[src/rtl/seg_scan_ctrl.sv]
// Scan controller for an 8-digit multiplexed seven-segment display.
// Steps the digit index at a programmable rate; buffered data is committed only at frame boundaries.
module seg_scan_ctrl #(
    parameter int CLK_DIV   = 50000,
    parameter int GHOST_CYC = 2
) (
    input  logic        clk,
    input  logic        resetn,
    input  logic        load,
    output logic        ready,
    input  logic [31:0] data_in,
    input  logic [7:0]  mask_in,
    output logic [2:0]  sel,
    output logic [6:0]  seg,
    output logic        frame_done
);

    localparam int CW = (CLK_DIV > 1) ? $clog2(CLK_DIV) : 1;
    localparam logic [CW-1:0] CNT_MAX = CW'(CLK_DIV - 1);

    logic [CW-1:0] cnt_reg, cnt_next;
    logic [2:0]    idx_reg, idx_next;
    logic [31:0]   active_data_reg, active_data_next;
    logic [7:0]    active_mask_reg, active_mask_next;
    logic [31:0]   pend_data_reg, pend_data_next;
    logic [7:0]    pend_mask_reg, pend_mask_next;
    logic          pend_valid_reg, pend_valid_next;
    logic          frame_done_reg, frame_done_next;

    logic          tick;
    logic          fb;
    logic          in_ghost;
    logic [3:0]    nib [8];

    assign tick = (cnt_reg == CNT_MAX);
    assign fb   = tick && (idx_reg == 3'd7);

    always_comb begin
        cnt_next         = tick ? '0 : cnt_reg + 1'b1;
        idx_next         = tick ? idx_reg + 3'd1 : idx_reg;
        frame_done_next  = fb;
        active_data_next = active_data_reg;
        active_mask_next = active_mask_reg;
        pend_data_next   = pend_data_reg;
        pend_mask_next   = pend_mask_reg;
        pend_valid_next  = pend_valid_reg;
        if (fb) begin
            // Boundary: a buffered word wins; an empty buffer lets a same-cycle load bypass it.
            if (pend_valid_reg) begin
                active_data_next = pend_data_reg;
                active_mask_next = pend_mask_reg;
                pend_valid_next  = 1'b0;
            end else if (load) begin
                active_data_next = data_in;
                active_mask_next = mask_in;
            end
        end else if (load && !pend_valid_reg) begin
            pend_data_next  = data_in;
            pend_mask_next  = mask_in;
            pend_valid_next = 1'b1;
        end
    end

    always_ff @(posedge clk or negedge resetn) begin
        if (!resetn) begin
            cnt_reg         <= '0;
            idx_reg         <= 3'd0;
            active_data_reg <= 32'd0;
            active_mask_reg <= 8'hFF;
            pend_data_reg   <= 32'd0;
            pend_mask_reg   <= 8'd0;
            pend_valid_reg  <= 1'b0;
            frame_done_reg  <= 1'b0;
        end else begin
            cnt_reg         <= cnt_next;
            idx_reg         <= idx_next;
            active_data_reg <= active_data_next;
            active_mask_reg <= active_mask_next;
            pend_data_reg   <= pend_data_next;
            pend_mask_reg   <= pend_mask_next;
            pend_valid_reg  <= pend_valid_next;
            frame_done_reg  <= frame_done_next;
        end
    end

    generate
        for (genvar gi = 0; gi < 8; gi++) begin : g_nib
            assign nib[gi] = active_data_reg[4*gi +: 4];
        end
        if (GHOST_CYC == 0) begin : g_no_ghost
            assign in_ghost = 1'b0;
        end else begin : g_ghost
            assign in_ghost = (cnt_reg < CW'(GHOST_CYC));
        end
    endgenerate

    function automatic logic [6:0] hex7(input logic [3:0] v);
        case (v)
            4'h0: hex7 = 7'h3F;
            4'h1: hex7 = 7'h06;
            4'h2: hex7 = 7'h5B;
            4'h3: hex7 = 7'h4F;
            4'h4: hex7 = 7'h66;
            4'h5: hex7 = 7'h6D;
            4'h6: hex7 = 7'h7D;
            4'h7: hex7 = 7'h07;
            4'h8: hex7 = 7'h7F;
            4'h9: hex7 = 7'h6F;
            4'hA: hex7 = 7'h77;
            4'hB: hex7 = 7'h7C;
            4'hC: hex7 = 7'h39;
            4'hD: hex7 = 7'h5E;
            4'hE: hex7 = 7'h79;
            default: hex7 = 7'h71;
        endcase
    endfunction

    always_comb begin
        seg = 7'h00;
        if (!in_ghost && !active_mask_reg[idx_reg])
            seg = hex7(nib[idx_reg]);
    end

    assign sel        = idx_reg;
    assign ready      = !pend_valid_reg;
    assign frame_done = frame_done_reg;

endmodule

[config.mk]
export PLATFORM = sky130hd
export DESIGN_NAME = seg_scan_ctrl
export DESIGN_NICKNAME = d
export VERILOG_FILES = /design/src/rtl/seg_scan_ctrl.sv
export SDC_FILE = /design/constraint.sdc
export NUM_CORES = 1
export LEC_CHECK = 0
export CAP_MARGIN = 10
export CORE_ASPECT_RATIO = 0.8
export CORE_MARGIN = 2
export CORE_UTILIZATION = 40
export CTS_CLUSTER_DIAMETER = 80
export CTS_CLUSTER_SIZE = 40
export DETAILED_ROUTE_END_ITERATION = 8
export SKIP_LAST_GASP = 1
export SYNTH_ARGS = -nofsm -noshare
export SYNTH_HDL_FRONTEND = slang
export SYNTH_SLANG_ARGS = --single-unit
export TNS_END_PERCENT = 100
[constraint.sdc]
create_clock -name clk -period 3.45 [get_ports clk]
set_input_delay 0.69 -clock clk [delete_from_list [all_inputs] [get_ports clk]]
set_output_delay 0.69 -clock clk [all_outputs]
set_load 0.01 [all_outputs]
### Yosys cells after proc, flatten, opt, wreduce, memory -nomap -nowiden

Memories as Yosys holds them, arrays and structs flattened.
Index checks and enable logic that the tools add are counted.

* register bits: 101
* bits in latches: 0
* bits in writable memories: 0
* bits in read-only memories: 112
* input bits: 43
* logic and storage cells: 41
* memories: 1

Memories
* (no name shown): words 16, width 7, rd ports 1, clocked after memory_dff 0, write ports 0, RTL line 98 `case (v)`

* add/sub/neg operators: 2
* multiply operators: 0
* div/mod/pow operators: 0
* $lt $le $gt $ge: 3
* equality and inequality tests: 2
* shifts and indexed selects: 0
* mux-type cells: 13
* bitwise gates (word level): 2
* reductions and logical operators: 10

Operators by type and width (count)
* $mux 32: 2
* $add 16x1->16 const B: 1
* $eq 16x16->1 const B: 1
* $lt 16x2->1 const B: 1
* $mux 16: 1
* $mux 8: 2
* $bmux 4 s3: 1
* $mux 4: 2
* $mux 7: 1
* $ge 4x4->1 const B: 1
* $lt 3x4->1 const B: 1
* $not 3->4: 1
* $reduce_and 2->1: 2
* $reduce_bool 2->1: 2
* $add 3x1->3 const B: 1
* $bmux 1 s3: 1
* $eq 3x3->1 const B: 1
* $logic_and 1x1->1: 3
* $logic_not 1->1: 3
* $mux 1: 3
* $not 1->1: 1

### Logic depth before layout (Yosys ltp)

An unclocked memory read counts as a cell.

* depth after elaboration: 6
* mapped depth: 8
* mapped depth without buffers: 7

### Worst setup path after synthesis

OpenSTA, ideal clock, no wires.

* path kind: reg-to-output
* from: register idx_reg[0] (netlist: sel[0])
* to: output seg[0]
* arrival time: 2.403 ns
* required time: 2.760 ns
* path slack: 0.357 ns
* stages on the path, launching flop included: 9
* path buffers: 1
* path through: dfrtp_1 buf_6 mux4_1 mux2i_1 inv_1 ha_1 or3_1 o221a_1 nor2_1

* word-level cells in the longest chain between the ends: 6

Ends and longest elaborated chain
* start, declared: RTL line 22 `logic [2:0] idx_reg, idx_next;`
* start signal, assigned: RTL line 76 `idx_reg <= idx_next;`
* $not 3->4 (not written as such): RTL line 121 `seg = hex7(nib[idx_reg]);`
* $bmux 4 s3: RTL line 121
* $mux 4 (not written as such) (2 in series): RTL line 121
* $mem_v2 16x7
* $mux 7 *: RTL line 120 `if (!in_ghost && !active_mask_reg[idx_reg])`
* end, declared: RTL line 14 `output logic [6:0] seg,`

Mark *: on every way between the ends. The rest lies on a longest branch, timed or not. The select of a mux whose other input is x is not followed.

### Final worst setup path

Same ends and word-level chain as after synthesis.

==> results.yml <==
status:
  status: "finished, final reports clean"
detailed_routing:
  first_pass_iters: 5
  routed-via-count: 3158
  wl_per_cell_um: 15.9
  detailedRoute.firstIterationViolations: 176
  routed_wirelength_mm: 9.81
  drc_errors: 0
  detail_route.vias_per_cell: 5.13
  postRouteAntennaNets: 0
clock_tree:
  clk_path_buf_depth: 2
  insertion_delay_ns: 0.35
  cts_htree_levels: 3
  clock_pin_slew_on_the_worst_setup_and_hold_paths_ns: 0.07
  tritoncts.num_buffers: 9
  clk_root_buffer_cell: "sky130_fd_sc_hd__clkbuf_16"
  cts.sinks: 101
  tritoncts: "yes"
setup_path:
  path_cells: "mux4_1 > mux2_4 > ha_1 > or3_1 > o221a_1 > nor2_1 > clkbuf_2"
  worstReg2RegEnd: "active_data_reg[21]"
  critical_path.top_delay_family: "multiplexers"
  max_fanout_on_critical_path: 6
  worst_path_max_delay_cell: "sky130_fd_sc_hd__mux4_1"
  end_kind: "primary output"
  worst_path_largest_cell_delay_ns: 0.56
  r2r_setup_slack_ns: 1.13
  timing.reg2reg.worst_path_depth: 7
  timing.critical_path.from_type: "register"
  path_class: "reg2out"
  regToRegStartpoint: "sel[1]"
  crit_required_ns: 2.76
  startpoint: "sel[0]"
  crit_cells: 7
  worst-path-buf-inv: 1
  cp.arrival_ns: 2.66
synth:
  postSynthCellCount: 402
  async_flop_share: 1.00
  synth_ff_type: "sky130_fd_sc_hd__dfrtp_1"
  synth_top_cell_by_area: "sky130_fd_sc_hd__dfrtp_1"
  synthesis.nets: 453
  ys_top_cells_by_area: "sky130_fd_sc_hd__dfrtp_1 (48%), sky130_fd_sc_hd__mux2_2 (10%), sky130_fd_sc_hd__mux2i_1 (8.9%), sky130_fd_sc_hd__a21oi_1 (4.5%), sky130_fd_sc_hd__dfstp_2 (4.3%)"
  ys_seq_area_frac: 0.523
  synth_enable_flop_cells: 0
  synth_largest_type_area_fraction: 0.480
  synth-warning-count: 0
  post_syn_area_per_cell_um2: 12.1
  yosysUniqueCellTypes: 37
  synth_seq_cells: 101
  synth.cell_area_um2: 4850
global_route:
  grt_first_pass_wirelength_mm: 16.2
  residual_overflow_from_global_routing: 0
  first_global_vias: 3080
  antenna_found_initial: 0
  grt_max_degree: 81
  globalRouteTotalUtil: 0.161
timing:
  timing.final.crit_share: 0.972
  achievable-frequency_mhz: 298
  max_slew_violation_total_from_the_final_report: 0
  final-hold-violation-count: 0
  fin_crit_ns: 3.35
  clock-skew-final_ns: 0.00987
  worstMarginPinSlew_ns: 0.779
  postLayoutSetupSlackWorst_ns: 0.0951
  timing.slew.headroom: 0.481
  fin_tns_setup_ns: 0
  rsz_0062_raised_after_global_routing: "true"
  report.final.setup_viol: 0
floorplan:
  initial_cell_density_of_the_core: 0.415
  floorplan.die_area_um2: 13000
  design.core.area_um2: 11700
  rows: 35
  die_h_um: 103
  x_dimension_of_the_die_um: 127
  boundaryPins: 55
cells_and_area:
  final.fill_count: 1051
  layout.cells.most_common: "sky130_fd_sc_hd__dfrtp_1"
  final_net_count: 513
  layout_common_cells: "sky130_fd_sc_hd__dfrtp_1 (91), sky130_fd_sc_hd__nor2_1 (56), sky130_fd_sc_hd__clkdlybuf4s50_1 (46)"
  diode_insertion_count_for_antenna_repair: 0
  fin_cells: 615
  post_route_cells_drive_above_1_share: 0.223
  synthToLayoutAreaGrowth_pct: 23.1
run:
  drv_cap: 0
place:
  place_hpwl_mm: 6.95
  placement.setup.worst_slack_ns: -0.0787
  gp_congestion: 0.870
  cell_count_after_placement: 593
  buffer_ports.inserted: 54
power_and_ir_drop:
  pwr_density_cell_nw_per_um2: 419
  vdd_ir_drop_max_mv: 0.240
  total_leakage_power_nw: 2.94
min_path:
  hold_path.class: "in2async"
## logic make-up after synthesis
logic type | Yosys count | synth area share
flip-flops | 101 | 0.523
multiplexers | 98 | 0.248
AND/OR/NAND/NOR | 94 | 0.0867
AO/OA/AOI/OAI | 55 | 0.0640
buffers and inverters | 30 | 0.0286
XOR/XNOR | 16 | 0.0289
adder cells (fa/ha/maj) | 8 | 0.0206
## power by group
| part | leakage (nW) | switching, mW | internal, mW | total, mW |
|---|---|---|---|---|
| sequential | 1.32 | 0.0184 | 1.22 | 1.24 |
| combinational | 1.45 | 0.0604 | 0.0875 | 0.148 |
| clock | 0.166 | 0.436 | 0.676 | 1.11 |
| total | 2.94 | 0.515 | 1.99 | 2.50 |
## per-stage QoR
step                      hold slack, ns   util  power [mW]  cell area [um^2]
after detailed placement           0.457  0.479        1.42              5600
after CTS                          0.457  0.509        2.54              5950
after global placement             0.452  0.479        1.41              5600
after global routing               0.479  0.511        2.61              5970
after floorplan                    0.394      -        1.32              4850
final                              0.425  0.511        2.50              5970
## synth_stat cells, types with 2 or more instances
cell                       instances
sky130_fd_sc_hd__a211oi_1          3
sky130_fd_sc_hd__a21oi_1          44
sky130_fd_sc_hd__and3_1            4
sky130_fd_sc_hd__buf_2             6
sky130_fd_sc_hd__buf_6             2
sky130_fd_sc_hd__clkbuf_1         15
sky130_fd_sc_hd__dfrtp_1          93
sky130_fd_sc_hd__dfstp_2           8
sky130_fd_sc_hd__ha_1              8
sky130_fd_sc_hd__inv_1             6
sky130_fd_sc_hd__mux2_2           43
sky130_fd_sc_hd__mux2i_1          43
sky130_fd_sc_hd__mux4_1            7
sky130_fd_sc_hd__mux4_2            3
sky130_fd_sc_hd__nand2_1           8
sky130_fd_sc_hd__nand3_1           7
sky130_fd_sc_hd__nor2_1           56
sky130_fd_sc_hd__nor2b_1           4
sky130_fd_sc_hd__nor3_1            4
sky130_fd_sc_hd__nor4_1            4
sky130_fd_sc_hd__o21ai_1           3
sky130_fd_sc_hd__or3_1             2
sky130_fd_sc_hd__xnor2_1           5
sky130_fd_sc_hd__xor2_1           11
## per-layer routing
| layer | share of wire | track usage | routed length, um |
|---|---|---|---|
| met1 | 0.51 | 0.233 | 5050 |
| met2 | 0.44 | 0.246 | 4310 |
| met3 | 0.036 | 0.0389 | 349 |
| met4 | 0.011 | 0.0456 | 104 |
| met5 | 0 | 0 | 0 |
## layout make-up
cell class                 count  area [um^2]  area share
clock buffer                  11          253      0.0423
clock inverter                 5         82.6      0.0138
inverter                       6         22.5     0.00377
multi-input combinational    271         2200       0.369
sequential                   101         2540       0.425
tap                          148          185      0.0310
timing repair buffer          73          682       0.114
## what timing repair did
action	in CTS	in global routing
setup buffers	3	3
resized for setup	8	8
hold buffers	0	0
setup endpoints to repair	7	4
## worst max-delay path by stage
| stage | endpoint |
|---|---|
| 4_1_cts | seg[4] |
| 3_5_place_dp | seg[0] |
| 5_1_grt | seg[0] |
| 3_3_place_gp | seg[0] |
| 6_report | seg[0] |
| 2_1_floorplan | seg[0] |
No activity file was read; power rests on OpenSTA's default activity.
